### src/rtl/uart_echo_buffer.sv
// Buffered echo engine between uart_rx and uart_tx: received bytes are queued,
// optionally case-converted, and retransmitted with optional CR -> CR LF expansion.
module uart_echo_buffer #(
  parameter int DEPTH_LOG2  = 4,
  parameter int CASE_MODE   = 0,
  parameter bit CRLF_EXPAND = 1'b1
) (
  input  logic                  clk,
  input  logic                  resetn,
  input  logic [7:0]            rx_data,
  input  logic                  rx_valid,
  input  logic                  echo_en,
  input  logic                  tx_busy,
  output logic [7:0]            tx_data,
  output logic                  tx_we,
  output logic [DEPTH_LOG2:0]   fifo_level,
  output logic                  overflow,
  output logic [7:0]            drop_count,
  input  logic                  clear_overflow
);

  localparam int DEPTH = 1 << DEPTH_LOG2;
  localparam logic [DEPTH_LOG2:0] FULL_LEVEL = {1'b1, {DEPTH_LOG2{1'b0}}};

  typedef enum logic [1:0] {
    S_IDLE,
    S_GUARD,
    S_WAIT,
    S_LF
  } state_t;

  logic [7:0]            mem_q [DEPTH];
  logic [DEPTH_LOG2-1:0] wr_ptr_q, wr_ptr_d;
  logic [DEPTH_LOG2-1:0] rd_ptr_q, rd_ptr_d;
  logic [DEPTH_LOG2:0]   level_q, level_d;
  state_t                state_q, state_d;
  logic [7:0]            tx_data_q, tx_data_d;
  logic                  tx_we_q, tx_we_d;
  logic                  lf_pend_q, lf_pend_d;
  logic                  overflow_q, overflow_d;
  logic [7:0]            drop_q, drop_d;

  logic                  wr_req, push, pop, drop;
  logic [7:0]            wr_byte, head_byte;

  function automatic logic [7:0] case_xform(input logic [7:0] b);
    logic [7:0] r;
    r = b;
    if (CASE_MODE == 1 && b >= 8'h61 && b <= 8'h7A) begin
      r = b - 8'h20;
    end else if (CASE_MODE == 2 && b >= 8'h41 && b <= 8'h5A) begin
      r = b + 8'h20;
    end
    return r;
  endfunction

  // Full test uses the registered level only, so a same-cycle pop never frees a slot.
  always_comb begin
    wr_req    = rx_valid && echo_en;
    push      = wr_req && (level_q != FULL_LEVEL);
    drop      = wr_req && (level_q == FULL_LEVEL);
    wr_byte   = case_xform(rx_data);
    head_byte = mem_q[rd_ptr_q];
  end

  always_comb begin
    state_d   = state_q;
    tx_data_d = tx_data_q;
    tx_we_d   = 1'b0;
    lf_pend_d = lf_pend_q;
    pop       = 1'b0;
    case (state_q)
      S_IDLE: begin
        if (level_q != '0 && !tx_busy) begin
          tx_data_d = head_byte;
          tx_we_d   = 1'b1;
          pop       = 1'b1;
          lf_pend_d = CRLF_EXPAND && (head_byte == 8'h0D);
          state_d   = S_GUARD;
        end
      end
      S_GUARD: state_d = S_WAIT;
      S_WAIT: begin
        if (!tx_busy) begin
          state_d = lf_pend_q ? S_LF : S_IDLE;
        end
      end
      S_LF: begin
        tx_data_d = 8'h0A;
        tx_we_d   = 1'b1;
        lf_pend_d = 1'b0;
        state_d   = S_GUARD;
      end
      default: state_d = S_IDLE;
    endcase
  end

  always_comb begin
    wr_ptr_d = wr_ptr_q;
    rd_ptr_d = rd_ptr_q;
    level_d  = level_q;
    if (push) wr_ptr_d = wr_ptr_q + DEPTH_LOG2'(1);
    if (pop)  rd_ptr_d = rd_ptr_q + DEPTH_LOG2'(1);
    case ({push, pop})
      2'b10:   level_d = level_q + (DEPTH_LOG2+1)'(1);
      2'b01:   level_d = level_q - (DEPTH_LOG2+1)'(1);
      default: level_d = level_q;
    endcase
  end

  // A drop coinciding with clear restarts the count at one rather than zero.
  always_comb begin
    overflow_d = overflow_q;
    drop_d     = drop_q;
    if (drop) begin
      overflow_d = 1'b1;
      if (clear_overflow)      drop_d = 8'd1;
      else if (drop_q != 8'hFF) drop_d = drop_q + 8'd1;
    end else if (clear_overflow) begin
      overflow_d = 1'b0;
      drop_d     = 8'd0;
    end
  end

  always_ff @(posedge clk) begin
    if (!resetn) begin
      wr_ptr_q   <= '0;
      rd_ptr_q   <= '0;
      level_q    <= '0;
      state_q    <= S_IDLE;
      tx_data_q  <= 8'h00;
      tx_we_q    <= 1'b0;
      lf_pend_q  <= 1'b0;
      overflow_q <= 1'b0;
      drop_q     <= 8'd0;
    end else begin
      wr_ptr_q   <= wr_ptr_d;
      rd_ptr_q   <= rd_ptr_d;
      level_q    <= level_d;
      state_q    <= state_d;
      tx_data_q  <= tx_data_d;
      tx_we_q    <= tx_we_d;
      lf_pend_q  <= lf_pend_d;
      overflow_q <= overflow_d;
      drop_q     <= drop_d;
    end
  end

  always_ff @(posedge clk) begin
    if (resetn && push) begin
      mem_q[wr_ptr_q] <= wr_byte;
    end
  end

  assign tx_data    = tx_data_q;
  assign tx_we      = tx_we_q;
  assign fifo_level = level_q;
  assign overflow   = overflow_q;
  assign drop_count = drop_q;

endmodule

### config.mk
export PLATFORM = sky130hd
export DESIGN_NAME = uart_echo_buffer
export DESIGN_NICKNAME = d
export VERILOG_FILES = /design/src/rtl/uart_echo_buffer.sv
export SDC_FILE = /design/constraint.sdc
export NUM_CORES = 1
export LEC_CHECK = 0
export ABC_AREA = 1
export BUFFER_PORTS_ARGS = -buffer_cell sky130_fd_sc_hd__buf_2
export CAP_MARGIN = 10
export CORE_UTILIZATION = 40
export CTS_CLUSTER_DIAMETER = 50
export DETAILED_ROUTE_END_ITERATION = 8
export HOLD_SLACK_MARGIN = 0.08
export PLACE_DENSITY = 0.63
export SYNTH_ARGS = -nofsm -noshare
export SYNTH_HDL_FRONTEND = slang
export SYNTH_SLANG_ARGS = --single-unit
export TNS_END_PERCENT = 10
### constraint.sdc
create_clock -name clk -period 5.75 [get_ports clk]
set_input_delay 1.15 -clock clk [delete_from_list [all_inputs] [get_ports clk]]
set_output_delay 1.15 -clock clk [all_outputs]
set_load 0.01 [all_outputs]
==> impl_metrics.toml, run 1 <==
[floorplanning]
dieWidth_um = 136
initial_core_util_pct = 41.2
fp.dieH_um = 136
rows = 48
design.die.area_um2 = 18400
core_area_um2 = 17400
ios = 37

[grt]
grt_pass1_wl_mm = 24.1
grt_pass1_vias = 4586
antenna_found_initial = 0
grt_usage_pct = 17.8
overflow = 0
grt_max_degree = 74

[power_and_ir_drop]
p_leak_nw = 3.15
power.density_nw_per_um2 = 423
vdd_drop_max_uv = 230

[logic_synthesis]
syn_nets = 733
async_flop_share_pct = 0
yosysSeqAreaShare_pct = 64.4
synth-edff-count = 128
synth_area_um2 = 7140
synth.top_cell.area_share_pct = 53.8
ys.warnings.count = 0
post-synth-top-area-cell = "edfxtp_1"
synth.avg_cell_area_um2 = 10.1
synth-seq-cells = 166
ys.flop_type = "edfxtp_1"
synth_area_leaders = "edfxtp_1 (54%), dfxtp_1 (11%), nand2_1 (8.5%)"
synthCells = 705
yosysUniqueCellTypes = 29

[timing]
finalCritPeriodShare_pct = 47.8
hold_ws_ps = 462
worst_pin_slew_ps = 967
hold_viol = 0
grt_setup_unrepaired = "false"
fin_crit_ps = 2750
relSlewSlack_pct = 35.4
setup_ws_ps = 3000
setup_tns_ps = 0
setup_viol = 0
finalClockSkew_ps = 9.35
slew_violations = 0
max_freq_mhz = 364

[clock_tree]
clock_sinks = 166
hold_buffers = 0
cts_tree = "yes"
clkSlewWorstSetupHoldPaths_ps = 60
cts_resized = 0
htreeDepth = 4
cts_buffers = 17
clkLatencyLatePin_ps = 430
cts_setup_buffers = 0
max-clock-path-buffers = 2
clockRootBuffer = "clkbuf_16"

[routing]
vias = 4827
drc = 0
avgViaCountPerCell = 4.96
drt_iter0_markers = 389
wire_per_inst_um = 15.7
ant_nets = 0
dr.pass1.iters = 5
totalWireLength_mm = 15.3

[layout]
drive_above_1_share_pct = 10.4
syn2layout_area_growth_pct = 12.3
final_cells = 973
design_area_um2 = 8020
antenna_cells = 0
finalNetCount = 763

[place]
place_hpwl_mm = 9.70
place_inst = 941
post-place-ws_ps = 2770
place.gp.congestion = 0.865
port-buffer-count = 36
placed_area_um2 = 7450

[worst_hold_path]
min_path_type = "reg2reg"

[worst_setup_path]
startpoint_type = "flip-flop"
cp.arrival_ps = 3090
cp.required_ps = 6090
cp_max_fo = 73
critical_path_class = "reg2reg"
end_kind = "flip-flop"

[run_status]
status = "complete, no violations"

[flow_run]
cap_violations = 0
## layout make-up
class,instances,area [um^2]
Clock buffer,17,425
Clock inverter,15,151
Fill cell,1606,9330
Inverter,78,293
Multi-Input combinational cell,434,2070
Sequential cell,166,4610
Tap cell,225,282
Timing Repair Buffer,38,195
## synthesized netlist by cell type, drive strengths merged (3+ instances only)
master  count
inv        77
buf        20
dfxtp      38
nand3      72
nand2     162
ha         14
o21ai      44
edfxtp    128
o221ai      3
xor2        6
a21oi      28
clkbuf      7
nor2       84
o211ai     11
## cell usage in the layout (no fill, tap or decap), types with 4 or more instances in the layout
| master | netlist | final |
|---|---|---|
| nor2_1 | 80 | 80 |
| edfxtp_1 | 128 | 128 |
| inv_1 | 75 | 75 |
| dfxtp_1 | 38 | 37 |
| nand3_1 | 70 | 70 |
| buf_2 | 11 | 36 |
| clkinvlp_4 | 0 | 4 |
| o21ai_1 | 8 | 8 |
| inv_6 | 0 | 4 |
| nand2_1 | 161 | 161 |
| o21ai_0 | 36 | 36 |
| xor2_1 | 6 | 6 |
| a21oi_1 | 28 | 28 |
| clkbuf_16 | 0 | 17 |
| o211ai_1 | 11 | 11 |
| nor2_2 | 4 | 4 |
| ha_1 | 14 | 14 |
## worst max-delay path, stage by stage, from the launching register on
cell	delay, ps
dfxtp_2	310
buf_4	600
inv_2	610
nand2_1	220
nand2_1	70
nand2_1	70
nand3_1	70
nand3_1	140
nand2_1	100
inv_1	60
nand2_1	50
nor2_1	90
nand3_1	70
a21oi_1	130
## metal layers
| metal | vias up | share of wire (%) | global-route usage (%) |
|---|---|---|---|
| met5 | - | 0 | 0 |
| met3 | 28 | 4.0 | 4.19 |
| met2 | 105 | 48 | 27.8 |
| met1 | 2274 | 45 | 23.1 |
| li1 | 2420 | - | - |
| met4 | 0 | 2.5 | 8.68 |
## logic make-up after synthesis
kind of cell / count (synthesis) / share of synthesized area, %
simple gates: 324 / 18.8
compound gates: 89 / 6.85
xor+xnor: 7 / 0.858
fa+ha+maj: 14 / 2.45
flops: 166 / 64.4
buf+inv: 105 / 6.55
## per-stage QoR
stage,utilization (%),power [mW]
floorplan,-,2.09
global placement,42.9,2.31
detailed placement,42.9,2.31
CTS,46.2,3.41
global route,46.2,3.57
finish,46.2,3.39
## sequential cells by signal, indices dropped and copies added (netlist names), named ones only
| signal | count |
|---|---|
| tx_data | 8 |
| fifo_level | 5 |
| wr_ptr_q | 4 |
| lf_pend_q | 1 |
| overflow | 1 |
| tx_we | 1 |
| state_q | 2 |
| mem_q | 128 |
| rd_ptr_q | 4 |
| drop_count | 8 |
## path summary, 6_finish.rpt
kind / startpoint / endpoint / slack, ps / depth (start not counted)
max reg2reg: flip-flop / lf_pend_q / 3000 / 13
max: flip-flop / lf_pend_q / 3000 / 13
min reg2reg: tx_data[5] / tx_data[5] / 460 / 2
min: tx_data[5] / tx_data[5] / 460 / 2
## power breakdown
| group | leakage (nW) | switching [mW] | internal, mW |
|---|---|---|---|
| logic | 1.42 | 0.612 | 0.275 |
| clock network | 0.268 | 0.465 | 0.639 |
| registers | 1.46 | 0.0470 | 1.35 |
| total | 3.15 | 1.12 | 2.27 |
Note: power is estimated with default switching activity, not from simulation.
==> run 2, diff against run 1 <==
- PLACE_DENSITY: 0.63 -> 0.65
- clock period: 5.75 -> 2.2 ns (I/O delays scaled with it)
==> run 2 against run 1 <==
Critical endpoint is now fifo_level[4]. Count of clock-buffer cells in the layout did not move. Combinational power rose to 2.9 times the previous value. Sequential power rose to 2.6 times the previous value. Flip-flop and latch count did not move. Clock power rose to 2.8 times the previous value. Die area did not move. Register-to-register slack got worse by 2900 ps. Cell area rose by 4.4%. Routed wire length fell by 2.5%.
==> impl_metrics.toml, run 2 (synthesis results as in run 1) <==
[floorplanning]
core_area_um2 = 17400
fp.dieH_um = 136
ios = 37
design.die.area_um2 = 18400
initial_core_util_pct = 41.2
rows = 48
dieWidth_um = 136

[worst_setup_path]
reg2reg_setup_slack_ps = 60
critical_path_class = "reg2reg"
critPathTopFamily = "simple AND/OR/NAND/NOR gates"
r2r_start = "fifo_level[3]"
path_buf_inv = 2
crit_path_top_delay_cell = "dfxtp_2"
cp.required_ps = 2560
r2r_cells = 16
rr_endpoint = "fifo_level[4]"
startpoint_type = "flip-flop"
cp.arrival_ps = 2500
cp_cell_sequence = "nor2_4 -> nand3_2 -> or2_1 -> nand3_2 -> inv_2 -> ha_4 -> xor2_2 -> ha_2 -> inv_2 -> nand2_2 -> nand2_1 -> nand2_1 -> a21oi_2 -> xor2_1 -> nand2_1 -> a21oi_1"
cp_max_fo = 3
end_kind = "flip-flop"
crit_top_cell = "nand2_1"
max_stage_delay_ps = 330

[routing]
ant_nets = 0
drt_iter0_markers = 437
vias = 4939
wire_per_inst_um = 14.8
drc = 0
avgViaCountPerCell = 4.91
dr.pass1.iters = 5
totalWireLength_mm = 14.9

[run_status]
status = "complete, no violations"

[grt]
grt_usage_pct = 17.4
antenna_found_initial = 0
grt_max_degree = 39
grt_pass1_vias = 4684
grt_pass1_wl_mm = 23.8
overflow = 0

[clock_tree]
clock_sinks = 166
cts_buffers = 17
hold_buffers = 0
clockRootBuffer = "clkbuf_16"
max-clock-path-buffers = 2
htreeDepth = 4
clkSlewWorstSetupHoldPaths_ps = 60
cts_tree = "yes"
clkLatencyLatePin_ps = 420

[timing]
slew_violations = 0
hold_ws_ps = 372
worst_pin_slew_ps = 446
grt_setup_unrepaired = "true"
max_freq_mhz = 467
fin_crit_ps = 2140
setup_viol = 0
finalClockSkew_ps = 9.93
relSlewSlack_pct = 70.2
finalCritPeriodShare_pct = 97.4
hold_viol = 0

[layout]
design_area_um2 = 8380
finalNetCount = 796
drive_above_1_share_pct = 15.7
multi_input_area_um2 = 2110
fillCellCount = 1563
antenna_cells = 0
seqCellArea_um2 = 4610
largest_reg_flops = 128
syn2layout_area_growth_pct = 17.3
utilization_pct = 48.3
final_cells = 1006
largest_register = "mem_q"
final_common_cell = "nand2_1"
final_cell_mix = "nand2_1 (160), edfxtp_1 (128), nor2_1 (79)"

[power_and_ir_drop]
p_leak_nw = 3.36
vdd_drop_max_uv = 590
power_mw = 9.26
power.density_nw_per_um2 = 1110

[worst_hold_path]
hold_end = "drop_count[1]"
hold_path_depth = 4
min_path_type = "in2reg"
min_from = "clear_overflow"

[place]
place_hpwl_mm = 9.72
placed_area_um2 = 7720
place.gp.congestion = 0.813
place_inst = 973
port-buffer-count = 36

[flow_run]
cap_violations = 0
run 2: cell count changes in the layout (fill, tap and decap cells not counted), sizes merged:
| cell | delta |
|---|---|
| inv | +4 |
| bufinv | +1 |
| clkinv | -2 |
| buf | +33 |
| clkinvlp | -3 |
run 2: per-layer routing:
metal	vias to the layer above	global-route usage, %	wire length [um]
li1	2491	-	-
met1	2316	21.6	6490
met2	111	29.3	7510
met3	21	3.37	640
met4	0	7.49	270
met5	-	0	0
run 2: layout make-up:
cell class                      instances  area share [%]
Multi-Input combinational cell        434            25.2
Clock buffer                           17            5.08
Clock inverter                         15            2.24
Timing Repair Buffer                   71            5.59
Inverter                               78            3.50
Tap cell                              225            3.36
Sequential cell                       166            55.0
run 2: stage by stage:
stage | setup TNS, ps | worst slack (ps)
2_1_floorplan | 0 | 4.23
3_3_place_gp | 0 | 40.5
3_5_place_dp | 0 | 2.21
4_1_cts | 0 | 3.49
5_1_grt | -159 | -145
6_report | 0 | 57.3
run 2: what timing repair did:
action	CTS	global route
resized for setup	1	10
endpoints found under the hold margin	0	0
buffers inserted	0	1
pin swaps	0	5
endpoints found under the setup margin	1	1
run 2: worst max-delay path by stage:
stage                        from       endpoint  slack (ps)  depth (start not counted)
finish              fifo_level[3]  fifo_level[4]          60                         16
global route        fifo_level[3]  fifo_level[4]        -140                         16
CTS                 fifo_level[0]  fifo_level[4]           3                         16
detailed placement  fifo_level[0]  fifo_level[4]           2                         16
global placement    fifo_level[0]  fifo_level[4]          40                         16
floorplan           fifo_level[1]  fifo_level[4]           4                         16
run 2: worst register-to-register path, delay by kind of cell, from the launching register on:
| family | cells | cell delay [ps] |
|---|---|---|
| buf+inv | 2 | 100 |
| simple gates | 8 | 720 |
| flops | 1 | 330 |
| xor+xnor | 2 | 300 |
| compound gates | 2 | 270 |
| fa+ha+maj | 2 | 340 |
run 2: where the power goes:
group	internal [mW]	switching (mW)	leakage, nW	total [mW]
clock	1.81	1.26	0.294	3.07
combinational	0.912	1.64	1.60	2.55
sequential	3.54	0.0990	1.46	3.64
